$ cat config.mk
export PLATFORM = sky130hd
export DESIGN_NAME = if_stage
export DESIGN_NICKNAME = d
export VERILOG_FILES = /design/src/rtl/riscv_pkg.sv /design/src/rtl/pipe_reg_if_id.sv /design/src/rtl/if_stage.sv
export SDC_FILE = /design/constraint.sdc
export NUM_CORES = 1
export LEC_CHECK = 0
export ABC_CLOCK_PERIOD_IN_PS = 2800
export CORE_MARGIN = 8
export CORE_UTILIZATION = 35
export DETAILED_ROUTE_END_ITERATION = 8
export SETUP_SLACK_MARGIN = 0.4
export SLEW_MARGIN = 10
export SYNTH_ARGS = -nofsm -noshare
export SYNTH_HDL_FRONTEND = slang
export SYNTH_HIERARCHICAL = 1
export SYNTH_SLANG_ARGS = --single-unit
$ cat constraint.sdc
create_clock -name clk -period 2.8 [get_ports clk]
set_input_delay 0.84 -clock clk [delete_from_list [all_inputs] [get_ports clk]]
set_output_delay 0.84 -clock clk [all_outputs]
set_load 0.01 [all_outputs]
$ cat src/rtl/riscv_pkg.sv
// Shared definitions for the merge-sort RISC-V pipeline.
//   XLEN      : datapath width
//   NOP_INST  : bubble instruction. Opcode 0 decodes as the control unit's
//               default nop, with register write and memory write disabled.
//   OP_*      : major opcode values, bits [6:0]
//   if_id_t   : IF/ID pipeline-register contents
package riscv_pkg;

  localparam int XLEN = 32;

  localparam logic [XLEN-1:0] NOP_INST = 32'h0000_0000;

  localparam logic [6:0] OP_R      = 7'b0110011;
  localparam logic [6:0] OP_I      = 7'b0010011;
  localparam logic [6:0] OP_LOAD   = 7'b0000011;
  localparam logic [6:0] OP_STORE  = 7'b0100011;
  localparam logic [6:0] OP_BRANCH = 7'b1100011;
  localparam logic [6:0] OP_JAL    = 7'b1101111;
  localparam logic [6:0] OP_JALR   = 7'b1100111;
  localparam logic [6:0] OP_LUI    = 7'b0110111;
  localparam logic [6:0] OP_AUIPC  = 7'b0010111;

  typedef struct packed {
    logic [XLEN-1:0] inst;
    logic [XLEN-1:0] pc;
    logic [XLEN-1:0] pc4;
    logic            valid;
  } if_id_t;

endpackage

$ cat src/rtl/pipe_reg_if_id.sv
// Generic pipeline register. It is used for IF/ID and can be reused for
// later pipeline stages by changing W and RESET_VAL.
//   clk, reset : rising-edge clock and synchronous active-high reset
//   enable     : load d when high. Low holds the register (stall).
//   flush      : load bubble. Flush has priority over enable.
//   bubble     : value loaded on flush
//   d          : value loaded on enable
//   q          : registered contents
// Priority order: reset > flush > enable > hold.
module pipe_reg_if_id
  import riscv_pkg::*;
#(
  parameter int             W         = $bits(if_id_t),
  parameter logic [W-1:0]   RESET_VAL = '0
) (
  input  logic         clk,
  input  logic         reset,
  input  logic         enable,
  input  logic         flush,
  input  logic [W-1:0] bubble,
  input  logic [W-1:0] d,
  output logic [W-1:0] q
);

  always_ff @(posedge clk) begin
    if (reset) begin
      q <= RESET_VAL;
    end else if (flush) begin
      q <= bubble;
    end else if (enable) begin
      q <= d;
    end
  end

endmodule

$ cat src/rtl/if_stage.sv
// This module is the instruction-fetch stage together with the IF/ID
// pipeline register.
//   clk, reset      : rising-edge clock and synchronous active-high reset
//   stall           : hazard unit request. Holds the PC and IF/ID.
//   redirect        : taken branch, JAL or JALR resolved in EX
//   redirect_pc     : redirect target. Bits [1:0] are dropped, and a
//                     nonzero value sets misalign_err.
//   imem_addr       : fetch address, equal to the PC (combinational)
//   imem_rdata      : instruction at imem_addr, returned in the same cycle
//   if_id_*         : registered instruction, its PC, PC+4 and valid flag
//   misalign_err    : sticky flag. Cleared only by reset.
//   stall_cnt       : number of cycles a stall took effect (saturating)
//   flush_cnt       : number of redirect cycles (saturating)
// Control contract: inputs are sampled on each rising edge with priority
// redirect > stall > advance. A redirect always wins, because the
// instruction that redirects is older than the one the stall protects. In
// a redirect or stall cycle, imem_rdata is ignored, so X on it cannot reach
// IF/ID.
module if_stage
  import riscv_pkg::XLEN;
  import riscv_pkg::if_id_t;
#(
  parameter logic [31:0] RESET_PC = 32'h0000_0000,
  parameter logic [31:0] NOP_INST = riscv_pkg::NOP_INST,
  parameter int          CNT_W    = 16
) (
  input  logic             clk,
  input  logic             reset,
  input  logic             stall,
  input  logic             redirect,
  input  logic [XLEN-1:0]  redirect_pc,
  output logic [XLEN-1:0]  imem_addr,
  input  logic [XLEN-1:0]  imem_rdata,
  output logic [XLEN-1:0]  if_id_inst,
  output logic [XLEN-1:0]  if_id_pc,
  output logic [XLEN-1:0]  if_id_pc4,
  output logic             if_id_valid,
  output logic             misalign_err,
  output logic [CNT_W-1:0] stall_cnt,
  output logic [CNT_W-1:0] flush_cnt
);

  localparam int RW = $bits(if_id_t);

  localparam if_id_t IF_ID_RESET = '{inst: NOP_INST, pc: '0, pc4: '0, valid: 1'b0};

  logic [XLEN-1:0] pc;
  logic [XLEN-1:0] pc_plus4;
  logic [XLEN-1:0] pc_next;
  logic            stall_taken;

  if_id_t if_id_d;
  if_id_t if_id_q;
  if_id_t if_id_bubble;

  assign pc_plus4    = pc + 32'd4;
  assign imem_addr   = pc;
  assign stall_taken = stall & ~redirect;

  always_comb begin
    pc_next = pc;
    if (redirect) begin
      pc_next = {redirect_pc[XLEN-1:2], 2'b00};
    end else if (!stall) begin
      pc_next = pc_plus4;
    end
  end

  always_ff @(posedge clk) begin
    if (reset) begin
      pc <= RESET_PC;
    end else begin
      pc <= pc_next;
    end
  end

  // A flush turns the instruction into a bubble but keeps the old PC
  // fields. Only inst and valid carry meaning for a bubble.
  assign if_id_d      = '{inst: imem_rdata, pc: pc, pc4: pc_plus4, valid: 1'b1};
  assign if_id_bubble = '{inst: NOP_INST, pc: if_id_q.pc, pc4: if_id_q.pc4, valid: 1'b0};

  pipe_reg_if_id #(
    .W         (RW),
    .RESET_VAL (IF_ID_RESET)
  ) u_if_id (
    .clk    (clk),
    .reset  (reset),
    .enable (~stall),
    .flush  (redirect),
    .bubble (if_id_bubble),
    .d      (if_id_d),
    .q      (if_id_q)
  );

  assign if_id_inst  = if_id_q.inst;
  assign if_id_pc    = if_id_q.pc;
  assign if_id_pc4   = if_id_q.pc4;
  assign if_id_valid = if_id_q.valid;

  always_ff @(posedge clk) begin
    if (reset) begin
      misalign_err <= 1'b0;
      stall_cnt    <= '0;
      flush_cnt    <= '0;
    end else begin
      if (redirect && (redirect_pc[1:0] != 2'b00)) begin
        misalign_err <= 1'b1;
      end
      if (stall_taken && (stall_cnt != '1)) begin
        stall_cnt <= stall_cnt + 1'b1;
      end
      if (redirect && (flush_cnt != '1)) begin
        flush_cnt <= flush_cnt + 1'b1;
      end
    end
  end

endmodule
**Yosys cells after proc, flatten, opt, wreduce, memory -nomap -nowiden**

Cells that the tools add are included.

- Logic and storage cells: 24
- Input bits: 68
- Flip-flop bits (word level): 162

- Add/sub/neg operators: 3
- Muxes and demuxes: 2
- Equality and inequality tests: 3
- Bitwise logic cells: 3
- Reduce and logical (&&, ||, !) cells: 6

Operators with widths:

| kind | number |
|---|---|
| 32-bit two-way mux | 2 |
| 16-bit by 1-bit adder with 16-bit output (second input constant) | 2 |
| 32-bit by 3-bit adder with 32-bit output (second input constant) | 1 |
| 16-bit inequality test (second input constant) | 2 |
| 1-bit logical AND | 3 |
| 2-bit by 1-bit inequality test with 1-bit output (second input constant) | 1 |
| 1-bit inverter | 2 |
| 2-bit AND reduction | 1 |
| 2-bit nonzero test | 1 |
| 2-bit OR reduction | 1 |
| 1-bit bitwise AND | 1 |

**Logic depth before layout (Yosys ltp)**

- Depth after elaboration: 3
- Gate-level depth with buffers: 9
- Mapped depth without buffers: 7

**Cells and area by module**

The synthesis kept the hierarchy.

Modules (own cells, without submodules):

| module | instances | cells each | area each (um^2) | seq. area each (um^2) |
|---|---|---|---|---|
| pipe_reg_if_id | 1 | 432 | 4491.8 | 1941.9 |
| if_stage | 1 | 513 | 4073.9 | 1261.2 |

**Worst setup path before layout**

OpenSTA, ideal clock, no wires.

- Path kind: in2reg
- From: input stall
- To: register stall_cnt[14]
- Required time: 2.679 ns
- Cell stages on the path: 5
- Path buffers: 1
- Arrival: 2.058 ns
- Setup slack: 0.622 ns
- Path through: clkbuf_1 > nor2b_1 > nand2_1 > nor4_1 > mux2_2

- Longest elaborated chain between the ends: 2

RTL lines:

| what | line | text |
|---|---|---|
| from (decl) | if_stage.sv:29 | `input logic stall,` |
| 1-bit bitwise AND | if_stage.sv:58 | `assign stall_taken = stall & ~redirect;` |
| 1-bit logical AND | if_stage.sv:109 | `if (stall_taken && (stall_cnt != '1)) begin` |
| to (signal assigned) | if_stage.sv:110 | `stall_cnt <= stall_cnt + 1'b1;` |
| to (decl) | if_stage.sv:39 | `output logic [CNT_W-1:0] stall_cnt,` |

Every way passes these cells.
A chain may end at the register's enable or synchronous reset.

**Final worst setup path**

- From: register pc[11] (netlist: imem_addr[11])
- To: output imem_addr[11]

RTL lines:

| what | line | text |
|---|---|---|
| from (decl) | if_stage.sv:47 | `logic [XLEN-1:0] pc;` |
| from (signal assigned) | if_stage.sv:73 | `pc <= pc_next;` |
| to (decl) | if_stage.sv:32 | `output logic [XLEN-1:0] imem_addr,` |

No word-level cell between the ends.

==> results.sh <==
export IMPL_seqPwrFrac_pct=43.0
export IMPL_synth_compound_area_share_pct=16.7
export IMPL_synth_flop_cell="dfxtp_1"
export IMPL_grt_use_total_pct=18.1
export IMPL_cts_tree="yes"
export IMPL_fill_cells=2298
export IMPL_start_util_pct=35.4
export IMPL_drive_gt1_share_pct=10.4
export IMPL_path_clk_slew_ps=70
export IMPL_critPathMaxFanout=7
export IMPL_ys_seq_area_share_pct=37.4
export IMPL_yosysMostFrequentCell="dfxtp_1"
export IMPL_routabilityCongestion=0.798
export IMPL_cts_buffers=17
export IMPL_final_max_slew_viol_count=0
export IMPL_p_total_w=0.00591
export IMPL_die_h_um=172
export IMPL_hpwl_mm=19.4
export IMPL_io_pins=230
export IMPL_slew_limit_headroom_pct=59.6
export IMPL_clock_skew_ps=9.94
export IMPL_synth_commonest_cells="160 x dfxtp_1, 109 x a211oi_1, 108 x nor2b_1, 99 x mux2i_1, 47 x clkbuf_1"
export IMPL_worstSetupStartpointType="flop"
export IMPL_outcome="completed"
export IMPL_stdcell_area_um2=12000
export IMPL_end_kind="primary output"
export IMPL_yosys_top_cells_area="dfxtp_1 37%, mux2i_1 12%, a211oi_1 9.6%"
export IMPL_muxShareOfSynthArea_pct=12.9
export IMPL_synthXorXnorAreaFrac_pct=3.99
export IMPL_synth_seq_cells=160
export IMPL_die_x_um=172
export IMPL_syn_area_per_cell_um2=9.06
export IMPL_num_rows=57
export IMPL_hp_class="reg -> reg"
export IMPL_syn_area_um2=8570
export IMPL_ys_warn_count=6
export IMPL_vias_per_cell=5.16
export IMPL_diodes=0
export IMPL_clockRootBuffer="clkbuf_16"
export IMPL_synth_fa_ha_area_share_pct=0.438
export IMPL_antenna_found_initial=1
export IMPL_p_per_area_nw_per_um2=493
export IMPL_combinationalPowerShare_pct=17.2
export IMPL_netSwitchingFraction_pct=28.7
export IMPL_max_freq_mhz=425
export IMPL_yosysTopAreaCellShare_pct=37.4
export IMPL_cts_hold_buf=0
export IMPL_synth_edf_count=0
export IMPL_hold_viol=0
export IMPL_coreArea_um2=24200
export IMPL_drc=0
export IMPL_grt_pass1_vias=7723
export IMPL_period_needed_ps=2350
export IMPL_final_seq_area_um2=3230
export IMPL_multi_input_area_um2=5030
export IMPL_p_leak_nw=4.52
export IMPL_min_period_over_period_pct=84.1
export IMPL_required_ps=1960
export IMPL_clkPwrFrac_pct=39.8
export IMPL_grt_setup_unrepaired="false"
export IMPL_die_area_um2=29700
export IMPL_clock_sinks=160
export IMPL_postCtsSetupBuffers=0
export IMPL_clock_latency_ps=430
export IMPL_synthSimpleGateAreaFrac_pct=22.8
export IMPL_critPathKind="reg -> out"
export IMPL_tns_ps=0
export IMPL_finalWirelength_mm=27.5
export IMPL_vias=7891
export IMPL_overflow=0
export IMPL_ctsLongestPathBuffers=2
export IMPL_ys_async_sr_fraction_pct=0
export IMPL_fin_nets=1265
export IMPL_synth_top_family_by_area="simple AND/OR/NAND/NOR gates"
export IMPL_wl_per_cell_um=18.0
export IMPL_drtIter0Drc=443
export IMPL_tightest_slew_ps=606
export IMPL_syn2layout_area_growth_pct=40.0
export IMPL_syn_inst=945
export IMPL_place_area_um2=11400
export IMPL_drtAntennaViolNets=0
export IMPL_synth_cell_type_count=60
export IMPL_port_buffers=227
export IMPL_setup_slack_ps=446
export IMPL_dp_slack_ps=2.07
export IMPL_p_int_w=0.00421
export IMPL_h_tree_depth=4
export IMPL_synth_largest_area_cell="dfxtp_1"
export IMPL_grt_pass1_wl_mm=43.1
export IMPL_p_switching_w=0.00169
export IMPL_grt_max_degree=70
export IMPL_critPathArrivalTime_ps=1510
export IMPL_drv_cap=0
export IMPL_vdd_drop_max_mv=0.324
export IMPL_setup_violations=0
export IMPL_dr_pass1_iters=4
power by group through the flow:
stage                     logic, W  registers (W)  clock network (W)
final                      0.00102        0.00254            0.00235
after global placement     0.00102        0.00258                  0
after global routing       0.00110        0.00256            0.00250
after CTS                  0.00103        0.00254            0.00240
after detailed placement   0.00102        0.00259                  0
after floorplan           0.000455        0.00263                  0
path summary, 6_finish.rpt:
kind,cells past startpoint,to,slack (ps),from
setup reg to reg,7,u_if_id/q[32],640,imem_addr[5]
setup / recovery,2,imem_addr[11],450,imem_addr[11]
hold / removal,2,misalign_err,460,misalign_err
hold reg to reg,2,misalign_err,460,misalign_err
worst max-delay path, cell delays in order, from the launching register on:
cell and delay (ps):
dfxtp_1 370, buf_4 170, clkdlybuf4s50_1 540
per-layer routing:
layer / GRT usage [%] / part of all wire (%) / vias up
li1: - / - / 3929
met3: 5.02 / 7.3 / 25
met1: 23.9 / 47 / 3734
met5: 0 / 0.054 / -
met4: 4.01 / 1.0 / 2
met2: 28.8 / 45 / 201
kinds of logic after synthesis:
family / after synthesis
AO/OA/AOI/OAI: 200
XOR/XNOR: 39
adder cells (fa/ha/maj): 3
buffers and inverters: 100
flip-flops: 160
multiplexers: 109
other: 2
AND/OR/NAND/NOR: 332
layout make-up:
| class | count | area share, % |
|---|---|---|
| multi-input cells | 723 | 41.9 |
| flip-flops and latches | 160 | 26.9 |
| repair buffers | 275 | 22.4 |
| clock buffers | 17 | 3.55 |
| well taps | 324 | 3.38 |
| clock inverters | 14 | 1.22 |
| inverters | 17 | 0.584 |
cells in the final DEF (no fill, tap or decap), types with 14 or more instances in the layout:
master,instances
clkdlybuf4s50_1,222
dfxtp_1,141
a211oi_1,109
nor2b_1,108
mux2i_1,99
nand2_1,45
buf_4,45
nor2_1,41
conb_1,40
a21oi_1,35
nand3_1,25
xnor2_1,22
dfxtp_2,18
xor2_1,17
nand4_1,17
clkbuf_16,17
inv_1,15
or4_1,14
nor3_1,14
o31ai_1,14
per-stage QoR:
step | hold slack [ps] | utilization (%) | std cells
2_1_floorplan | 470 | - | 983
3_3_place_gp | 437 | 47.1 | 1499
3_5_place_dp | 446 | 47.1 | 1499
4_1_cts | 461 | 49.5 | 1530
5_1_grt | 486 | 49.6 | 1530
6_report | 461 | 49.6 | 1530
state kept, by name, summed over array words and instances (netlist names):
name / cells
flush_cnt: 16
stall_cnt: 16
u_if_id/q: 97
misalign_err: 1
imem_addr: 30
what timing repair did:
action                                  in CTS  in global routing
endpoints found under the setup margin      17                 10
gates resized for setup                     17                 11
pin swaps                                    0                  0
Note: power is estimated with default switching activity, not from simulation.
